### src/rtl/fetch_predictor_if.sv
// Fetch/ID signal bundle for the IF-stage predictor.
// The slave modport is the predictor side; the master modport drives fetch and ID results.
interface fetch_predictor_if;
  logic [5:0]  IF_op;
  logic [15:0] IF_imm;
  logic        ID_stall;
  logic        ID_taken;
  logic        ID_jump;
  logic [31:0] ID_jump_target;
  logic [31:0] pc;
  logic        IF_predict;
  logic        IF_Flush;
  logic        mispredict;
  logic [15:0] br_count;
  logic [15:0] miss_count;

  modport master (
    output IF_op, IF_imm, ID_stall, ID_taken, ID_jump, ID_jump_target,
    input  pc, IF_predict, IF_Flush, mispredict, br_count, miss_count
  );

  modport slave (
    input  IF_op, IF_imm, ID_stall, ID_taken, ID_jump, ID_jump_target,
    output pc, IF_predict, IF_Flush, mispredict, br_count, miss_count
  );
endinterface

### src/rtl/fetch_predictor.sv
// IF-stage PC register with a 2-bit saturating-counter branch predictor.
// Predicts in IF, records the prediction for ID, then trains and redirects on resolution.
module fetch_predictor #(
  parameter int unsigned IDX_BITS = 4,
  parameter logic [31:0] RESET_PC = 32'h0000_0000
) (
  input logic               clock,
  input logic               reset,
  fetch_predictor_if.slave  bus
);
  localparam int unsigned Entries = 2 ** IDX_BITS;

  logic [31:0]         r_pc;
  logic [1:0]          r_ctr [Entries];
  logic                r_v;
  logic                r_pred;
  logic [IDX_BITS-1:0] r_idx;
  logic [31:0]         r_fall;
  logic [31:0]         r_tgt;
  logic [15:0]         r_br_count;
  logic [15:0]         r_miss_count;

  logic                w_detect;
  logic [IDX_BITS-1:0] w_idx;
  logic [1:0]          w_ctr_cur;
  logic                w_predict;
  logic [31:0]         w_offset;
  logic [31:0]         w_fall;
  logic [31:0]         w_pred_target;
  logic                w_resolve;
  logic                w_miss;
  logic                w_flush;
  logic [31:0]         w_redirect;
  logic [31:0]         w_pc_next;
  logic [1:0]          w_ctr_old;
  logic [1:0]          w_ctr_new;

  always_comb begin
    w_detect = 1'b0;
    unique case (bus.IF_op)
      6'b000100, 6'b000101, 6'b000110, 6'b000111, 6'b000001: w_detect = 1'b1;
      default: w_detect = 1'b0;
    endcase
  end

  assign w_idx         = r_pc[IDX_BITS+1:2];
  assign w_ctr_cur     = r_ctr[w_idx];
  assign w_predict     = w_detect & w_ctr_cur[1];
  assign w_offset      = {{14{bus.IF_imm[15]}}, bus.IF_imm, 2'b00};
  assign w_fall        = r_pc + 32'd4;
  assign w_pred_target = w_fall + w_offset;

  assign w_resolve  = r_v & ~bus.ID_stall;
  assign w_miss     = w_resolve & (r_pred ^ bus.ID_taken);
  assign w_flush    = w_miss | (bus.ID_jump & ~bus.ID_stall);
  // A branch mispredict outranks a simultaneous jump.
  assign w_redirect = w_miss ? (bus.ID_taken ? r_tgt : r_fall) : bus.ID_jump_target;

  always_comb begin
    w_pc_next = w_fall;
    if (w_flush) begin
      w_pc_next = w_redirect;
    end else if (bus.ID_stall) begin
      w_pc_next = r_pc;
    end else if (w_predict) begin
      w_pc_next = w_pred_target;
    end
  end

  assign w_ctr_old = r_ctr[r_idx];
  always_comb begin
    w_ctr_new = w_ctr_old;
    if (bus.ID_taken) begin
      if (w_ctr_old != 2'b11) w_ctr_new = w_ctr_old + 2'd1;
    end else begin
      if (w_ctr_old != 2'b00) w_ctr_new = w_ctr_old - 2'd1;
    end
  end

  always_ff @(posedge clock or negedge reset) begin
    if (!reset) begin
      r_pc   <= RESET_PC;
      r_v    <= 1'b0;
      r_pred <= 1'b0;
      r_idx  <= '0;
      r_fall <= '0;
      r_tgt  <= '0;
    end else begin
      r_pc <= w_pc_next;
      if (!bus.ID_stall) begin
        r_v    <= w_detect & ~w_flush;
        r_pred <= w_predict;
        r_idx  <= w_idx;
        r_fall <= w_fall;
        r_tgt  <= w_pred_target;
      end
    end
  end

  // Lookups this cycle see the pre-update value; no bypass.
  always_ff @(posedge clock or negedge reset) begin
    if (!reset) begin
      for (int i = 0; i < Entries; i++) r_ctr[i] <= 2'b10;
    end else if (w_resolve) begin
      r_ctr[r_idx] <= w_ctr_new;
    end
  end

  always_ff @(posedge clock or negedge reset) begin
    if (!reset) begin
      r_br_count   <= '0;
      r_miss_count <= '0;
    end else if (w_resolve) begin
      if (r_br_count != 16'hFFFF) r_br_count <= r_br_count + 16'd1;
      if (w_miss && r_miss_count != 16'hFFFF) r_miss_count <= r_miss_count + 16'd1;
    end
  end

  assign bus.pc         = r_pc;
  assign bus.IF_predict = w_predict;
  assign bus.IF_Flush   = w_flush;
  assign bus.mispredict = w_miss;
  assign bus.br_count   = r_br_count;
  assign bus.miss_count = r_miss_count;
endmodule
### src/flat_wrapper.sv
// flat-port wrapper written by rule: the top's interface ports become plain ports
module fetch_predictor_flat 
#(
  parameter int unsigned IDX_BITS = 4,
  parameter logic [31:0] RESET_PC = 32'h0000_0000
)
  (clock, reset, bus_IF_op, bus_IF_imm, bus_ID_stall, bus_ID_taken, bus_ID_jump, bus_ID_jump_target, bus_pc, bus_IF_predict, bus_IF_Flush, bus_mispredict, bus_br_count, bus_miss_count);
  fetch_predictor_if bus_i ();
  input logic clock;
  input logic reset;
  input wire logic [$bits(bus_i.IF_op)-1:0] bus_IF_op;
  input wire logic [$bits(bus_i.IF_imm)-1:0] bus_IF_imm;
  input wire logic [$bits(bus_i.ID_stall)-1:0] bus_ID_stall;
  input wire logic [$bits(bus_i.ID_taken)-1:0] bus_ID_taken;
  input wire logic [$bits(bus_i.ID_jump)-1:0] bus_ID_jump;
  input wire logic [$bits(bus_i.ID_jump_target)-1:0] bus_ID_jump_target;
  output wire logic [$bits(bus_i.pc)-1:0] bus_pc;
  output wire logic [$bits(bus_i.IF_predict)-1:0] bus_IF_predict;
  output wire logic [$bits(bus_i.IF_Flush)-1:0] bus_IF_Flush;
  output wire logic [$bits(bus_i.mispredict)-1:0] bus_mispredict;
  output wire logic [$bits(bus_i.br_count)-1:0] bus_br_count;
  output wire logic [$bits(bus_i.miss_count)-1:0] bus_miss_count;
  assign bus_i.IF_op = bus_IF_op;
  assign bus_i.IF_imm = bus_IF_imm;
  assign bus_i.ID_stall = bus_ID_stall;
  assign bus_i.ID_taken = bus_ID_taken;
  assign bus_i.ID_jump = bus_ID_jump;
  assign bus_i.ID_jump_target = bus_ID_jump_target;
  assign bus_pc = bus_i.pc;
  assign bus_IF_predict = bus_i.IF_predict;
  assign bus_IF_Flush = bus_i.IF_Flush;
  assign bus_mispredict = bus_i.mispredict;
  assign bus_br_count = bus_i.br_count;
  assign bus_miss_count = bus_i.miss_count;
  fetch_predictor #(.IDX_BITS(IDX_BITS), .RESET_PC(RESET_PC)) u_core (.clock(clock), .reset(reset), .bus(bus_i));
endmodule
### config.mk
export PLATFORM = sky130hd
export DESIGN_NAME = fetch_predictor_flat
export DESIGN_NICKNAME = d
export VERILOG_FILES = /design/src/rtl/fetch_predictor_if.sv /design/src/rtl/fetch_predictor.sv /design/src/flat_wrapper.sv
export SDC_FILE = /design/constraint.sdc
export NUM_CORES = 1
export LEC_CHECK = 0
export CORE_ASPECT_RATIO = 0.8
export CORE_MARGIN = 3
export CORE_UTILIZATION = 42
export CTS_BUF_LIST = sky130_fd_sc_hd__clkbuf_8
export DETAILED_ROUTE_END_ITERATION = 7
export GPL_ROUTABILITY_DRIVEN = 0
export PLACE_DENSITY = 0.67
export SYNTH_ARGS = -nofsm -noshare
export SYNTH_HDL_FRONTEND = slang
export SYNTH_SLANG_ARGS = --single-unit
### constraint.sdc
create_clock -name clock -period 4.35 [get_ports clock]
set_clock_uncertainty 0.1 [all_clocks]
set_input_delay 1.0875 -clock clock [delete_from_list [all_inputs] [get_ports clock]]
set_output_delay 1.0875 -clock clock [all_outputs]
set_load 0.02 [all_outputs]
After elaboration in Yosys (flattened, before gate mapping)

Index checks and enable logic that the tools add are counted.

Memories kept: 0
Word-level logic and storage cells: 77
Memory bits (writable): 0
ROM bits: 0
Latch bits: 0
Flip-flop bits (word level): 166

Muxes and demuxes: 18
$lt $le $gt $ge: 3
Reduce and logical (&&, ||, !) cells: 6
Multiply operators: 0
Shift operators: 0
Add/subtract/negate cells: 6
Divide/modulo/power cells: 0
Bitwise operators: 11
Eq/ne operators: 9

Operators with widths:

| operator                                               | number |
|---|---|
| two-way mux 32 bit                                     | 5 |
| adder 16 x 1 -> 16 bit (second input constant)         | 2 |
| adder 32 x 3 -> 32 bit (second input constant)         | 1 |
| adder 32 bit                                           | 1 |
| bitwise mux 32 bit                                     | 1 |
| inequality test 16 bit (second input constant)         | 2 |
| == test 6 x 3 -> 1 bit (second input constant)         | 4 |
| binary-select mux 2 bit (select 4 bit)                 | 2 |
| two-way mux 2 bit                                      | 8 |
| >= comparator 5 bit (second input constant)            | 2 |
| inverter 4 -> 5 bit                                    | 2 |
| demux 2 bit (select 4 bit)                             | 1 |
| == test 6 x 1 -> 1 bit (second input constant)         | 1 |
| AND 1 bit                                              | 5 |
| < comparator 5 x 1 -> 1 bit (second input constant)    | 1 |
| OR reduction 5 bit                                     | 1 |
| AND reduction 2 bit                                    | 2 |
| adder 2 x 1 -> 2 bit (second input constant)           | 1 |
| logical AND 1 bit                                      | 2 |
| inequality test 2 x 1 -> 1 bit (second input constant) | 1 |
| inequality test 2 bit (second input constant)          | 1 |
| inverter 1 bit                                         | 2 |
| nonzero test 2 bit                                     | 1 |
| subtractor 2 x 1 -> 2 bit (second input constant)      | 1 |
| other kinds (3)                                        | 3 |

Longest topological paths before layout

Word-level depth: 8
Depth in mapped cells: 16
Depth with buffers taken out: 15

Worst setup path after synthesis

No wires, ideal clock.

Path type: reg-to-reg
Start: reg u_core.r_pc[5], in the netlist u_core.bus.pc[5]
End: reg u_core.r_pc[22], in the netlist u_core.bus.pc[22]
Stages on the path, launching flop included: 17
Library setup time: 0.124 ns
Path slack: 0.275 ns
Buffers on the path: 1
Arrival time: 3.851 ns
Cells stage by stage: dfrtp_1 clkbuf_1 and3_1 and4_1 and2_1 and3_1 xor2_1 ha_1 a21o_1 a21o_1 a21o_1 a221oi_1 o21ai_1 a31oi_2 xor2_1 a21oi_1 o31a_1

Elaborated cells between the ends (all ways): 10
Those cells by class: 2 x add/sub; 6 x mux; 2 x bitwise

RTL lines:

| item                        | RTL line              | text |
|---|---|---|
| start, declared             | fetch_predictor.sv:13 | `logic [31:0] r_pc;` |
| start signal, assigned      | fetch_predictor.sv:89 | `r_pc <= w_pc_next;` |
| adder 32 x 3 -> 32 bit      | fetch_predictor.sv:50 | `assign w_fall = r_pc + 32'd4;` |
| named net u_core.w_fall[15] | fetch_predictor.sv:28 | `logic [31:0] w_fall;` |
| adder 32 bit                | fetch_predictor.sv:51 | `assign w_pred_target = w_fall + w_offset;` |
| two-way mux 32 bit          | fetch_predictor.sv:65 | `end else if (w_predict) begin` |
| two-way mux 32 bit          | fetch_predictor.sv:63 | `end else if (bus.ID_stall) begin` |
| two-way mux 32 bit          | fetch_predictor.sv:61 | `if (w_flush) begin` |

The timed path passes the listed nets, and every way through them passes these cells. The select of a mux whose other input is x is not followed.
A chain may end at the register's enable or synchronous reset.

Worst setup path in the final report

Start: in bus_IF_op[5]
End: out bus_IF_predict

Word-level cells in the longest chain between the ends: 4
Elaborated cells between the ends (all ways): 8
Those cells by class: 5 x eq/ne; 1 x mux; 1 x bitwise; 1 x reduce/logical

RTL lines:

| item                                                             | RTL line              | text |
|---|---|---|
| start, declared                                                  | flat_wrapper.sv:11    | `input wire logic [$bits(bus_i.IF_op)-1:0] bus_IF_op;` |
| == test 6 x 3 -> 1 bit or == test 6 x 1 -> 1 bit (tied branches) | fetch_predictor.sv:40 | `unique case (bus.IF_op)` |
| OR reduction 5 bit (*)                                           | fetch_predictor.sv:40 |  |
| two-way mux 1 bit (*)                                            | fetch_predictor.sv:40 |  |
| AND 1 bit (*)                                                    | fetch_predictor.sv:48 | `assign w_predict = w_detect & w_ctr_cur[1];` |
| end, declared                                                    | flat_wrapper.sv:18    | `output wire logic [$bits(bus_i.IF_predict)-1:0] bus_IF_predict;` |

Every way passes the cells marked *; elsewhere a longest branch is shown, timed or not.

==> impl_metrics.sql <==
INSERT INTO impl_metrics (metric_group, metric, value, unit) VALUES
('global_route', 'antenna_found_initial', '0', ''),
('worst_hold_path', 'hold_depth', '2', ''),
('setup_path', 'worst_r2r_path_depth', '16', ''),
('worst_hold_path', 'worst_hold_path_type', 'reg2reg', ''),
('floorplanning', 'floorplan.rows', '50', ''),
('floorplanning', 'num_io_pins', '126', ''),
('synth', 'syn_avg_cell_area', '9.78', 'sq um'),
('flow_run', 'cap_viol_max_count', '0', ''),
('synth', 'yosysWarningCount', '0', ''),
('global_route', 'grt-ovfl-total', '0', ''),
('timing', 'timing.setup.tns', '0', 'ns'),
('place', 'placement.io_buffers', '125', ''),
('clock_network', 'worst_setup_hold_path_clk_slew', '0.08', 'ns'),
('setup_path', 'critical_path.endpoint_type', 'output port', ''),
('synth', 'netlist_instances', '1029', ''),
('detailed_routing', 'detailroute.via_count', '8343', ''),
('synth', 'mappedNetlistArea', '10100', 'sq um'),
('final_layout', 'layout.cells.most_common', 'dfrtp_1', ''),
('detailed_routing', 'antenna_violating_nets_post_route', '0', ''),
('floorplanning', 'initial_cell_density_of_the_core', '42.9', '%'),
('power', 'leakagePower', '0.00520', 'uW'),
('clock_network', 'cts_htree_levels', '4', ''),
('detailed_routing', 'totalWireLength', '27500', 'um'),
('setup_path', 'worst_path_arrival', '3.07', 'ns'),
('detailed_routing', 'detail_route.drc_violations', '0', ''),
('timing', 'hold_violation_total_from_the_final_report', '0', ''),
('clock_network', 'clk_path_buf_depth', '2', ''),
('synth', 'mappedNetlistNets', '1127', ''),
('timing', 'slew_viol_final', '0', ''),
('timing', 'slew-limit-headroom', '40.0', '%'),
('clock_network', 'clock_tree.root_cell', 'clkbuf_8', ''),
('global_route', 'grt_pass1_vias', '7975', ''),
('final_layout', 'fillCellCount', '2183', ''),
('setup_path', 'critical_path_required', '3.16', 'ns'),
('final_layout', 'antennaDiodeCount', '0', ''),
('timing', 'layout_min_cycle_time', '4.25', 'ns'),
('timing', 'grt_setup_unrepaired', 'false', ''),
('synth', 'synth_edf_count', '0', ''),
('detailed_routing', 'detail_route.wl_per_cell', '18.5', 'um'),
('synth', 'synth-seq-area-share', '41.0', '%'),
('timing', 'timing.final.setup_violations', '0', ''),
('final_layout', 'multiInputGateArea', '5690', 'sq um'),
('power', 'worst_ir_drop_vdd', '0.000173', 'V'),
('floorplanning', 'dieArea', '25900', 'sq um'),
('clock_network', 'cts.sinks', '164', ''),
('power', 'p_per_area', '413', 'nW/um^2'),
('clock_network', 'insertion_delay_to_the_later_sink_of_the_worst_skew_pair', '0.47', 'ns'),
('synth', 'postSynth.topFlopCell', 'dfrtp_1', ''),
('final_layout', 'final_layout_size_suffix_gt1_share', '16.9', '%'),
('setup_path', 'critPathKind', 'in2out', ''),
('clock_network', 'ctsHoldBuffers', '0', ''),
('setup_path', 'worst_setup_path_start_kind', 'input port', ''),
('synth', 'synth_cell_type_count', '59', ''),
('final_layout', 'layout.cells.most_common_list', 'dfrtp_1 (148), clkdlybuf4s50_1 (122), nand2_1 (119)', ''),
('timing', 'min_period_over_period', '97.8', '%'),
('status', 'run_status', 'finished, final reports clean', ''),
('setup_path', 'reg2reg_setup_slack', '0.19', 'ns'),
('timing', 'fin_hold_ws', '0.382', 'ns'),
('final_layout', 'ff_latch_area', '4120', 'sq um'),
('global_route', 'grt_start_max_net_pins', '95', ''),
('detailed_routing', 'drt_iter0_markers', '563', ''),
('global_route', 'grt_usage', '21.7', '%'),
('timing', 'timing_worst_slew_pin_value', '0.900', 'ns'),
('floorplanning', 'coreArea', '23500', 'sq um'),
('clock_network', 'tritoncts', 'yes', ''),
('global_route', 'wire_length_of_the_first_global_routing_pass', '44000', 'um'),
('floorplanning', 'die-height', '144', 'um'),
('place', 'dp.final_hpwl', '19800', 'um'),
('timing', 'achievable-frequency', '235', 'MHz'),
('setup_path', 'timing.critical_path.fanout_max', '2', ''),
('floorplanning', 'chipWidth', '179', 'um'),
('final_layout', 'areaGrowthSynthToFinish', '21.4', '%'),
('synth', 'fraction_of_registers_with_async_set_or_reset_after_synthesis', '100', '%'),
('detailed_routing', 'detail_route.vias_per_cell', '5.61', ''),
('final_layout', 'final_net_count', '1259', ''),
('detailed_routing', 'firstDrtPassIters', '5', ''),
('synth', 'seq_cells_post_synth', '164', ''),
('clock_network', 'cts_inserted_buffers', '17', '');
## power by group
group | internal (uW) | switching [uW] | leakage (uW) | total [uW]
registers | 1820 | 267 | 0.00200 | 2090
clock network | 512 | 599 | 0.000194 | 1110
logic | 871 | 984 | 0.00301 | 1850
total | 3200 | 1850 | 0.00520 | 5050
## state kept, by name (all words and copies together) (netlist names)
register,flops
u_core.r_ctr,32
u_core.r_pred,1
u_core.bus.br_count,16
u_core.r_idx,4
u_core.r_fall,30
u_core.r_v,1
u_core.bus.pc,32
u_core.r_tgt,32
u_core.bus.miss_count,16
## final cells by class
cell class	count	area share (%)
clock buffer	17	1.91
inverter	21	0.645
timing repair buffer	164	12.7
clock inverter	15	1.29
tap	312	3.19
multi-input combinational	793	46.5
sequential	164	33.7
## metal layers
| metal | routed length [um] | share of wire [%] | GRT usage [%] | up-vias |
|---|---|---|---|---|
| li1 | - | - | - | 3970 |
| met1 | 13700 | 50 | 33.5 | 4069 |
| met2 | 11400 | 41 | 30.5 | 285 |
| met3 | 2030 | 7.4 | 5.01 | 19 |
| met4 | 356 | 1.3 | 5.20 | 0 |
| met5 | 0 | 0 | 0 | - |
## stage by stage
step | instances | power (uW) | setup slack, ns | util, % | instance area (sq um)
floorplan | 1029 | 3300 | 0.275 | - | 10100
global placement | 1453 | 3900 | 0.0618 | 50.2 | 11800
detailed placement | 1453 | 3940 | 0.0318 | 50.2 | 11800
CTS | 1485 | 5070 | 0.0988 | 51.9 | 12200
global route | 1486 | 5380 | 0.000811 | 52.1 | 12200
finish | 1486 | 5050 | 0.0971 | 52.1 | 12200
## worst paths after layout
path	from	end
setup reg to reg	u_core.bus.pc[12]	u_core.bus.pc[29]
hold / removal	u_core.r_tgt[21]	u_core.r_tgt[21]
setup / recovery	bus_IF_op[5]	bus_IF_predict
max in group asynchronous	reset	u_core.r_ctr[31]
hold reg to reg	u_core.r_tgt[21]	u_core.r_tgt[21]
min in group asynchronous	reset	u_core.r_fall[5]
## Yosys cell counts (all sizes together), types with 5 or more instances
library cell	n	share of area, %
o21a	5	0.37
mux2	78	8.7
ha	38	4.7
nor3	9	0.45
dfrtp	148	37
o211ai	9	0.67
xnor2	54	4.7
o21bai	9	0.67
and4	5	0.44
nand3	49	2.4
a21o	17	1.3
o31ai	5	0.37
inv	19	0.71
o21ai	68	3.4
a211oi	8	0.60
nor2	69	2.6
and3	15	0.93
a21oi	53	2.6
xor2	27	2.3
mux2i	35	3.5
nand4	17	1.1
nor2b	13	0.81
nand2	120	4.5
mux4	14	3.1
nand2b	5	0.31
clkbuf	36	1.3
and2	5	0.31
dfstp	16	4.2
o22ai	7	0.44
buf	15	0.90
a31oi	20	1.3
## cells by family after synthesis
family	after synthesis	synth area share, %
adders and majority gates	41	5.15
DFF	164	41.0
AOI/OAI and AO/OA	228	14.1
buffers and inverters	72	3.02
xor gates and xnor gates	81	7.05
muxes	127	15.3
and+or+nand+nor	316	14.4
## worst max-delay path, cell delays in order
cell and delay (ns):
clkdlybuf4s50_1 0.47, nor3_1 0.22, buf_4 0.14, o21ai_0 0.15
a211oi_4 0.19, buf_4 0.19, clkdlybuf4s50_1 0.62
## repair_timing
| action | in CTS | in global routing |
|---|---|---|
| buffers inserted | 0 | 1 |
| gates resized for setup | 0 | 9 |
| endpoints found under the setup margin | 0 | 13 |
Power figures use the tool's default switching activity.
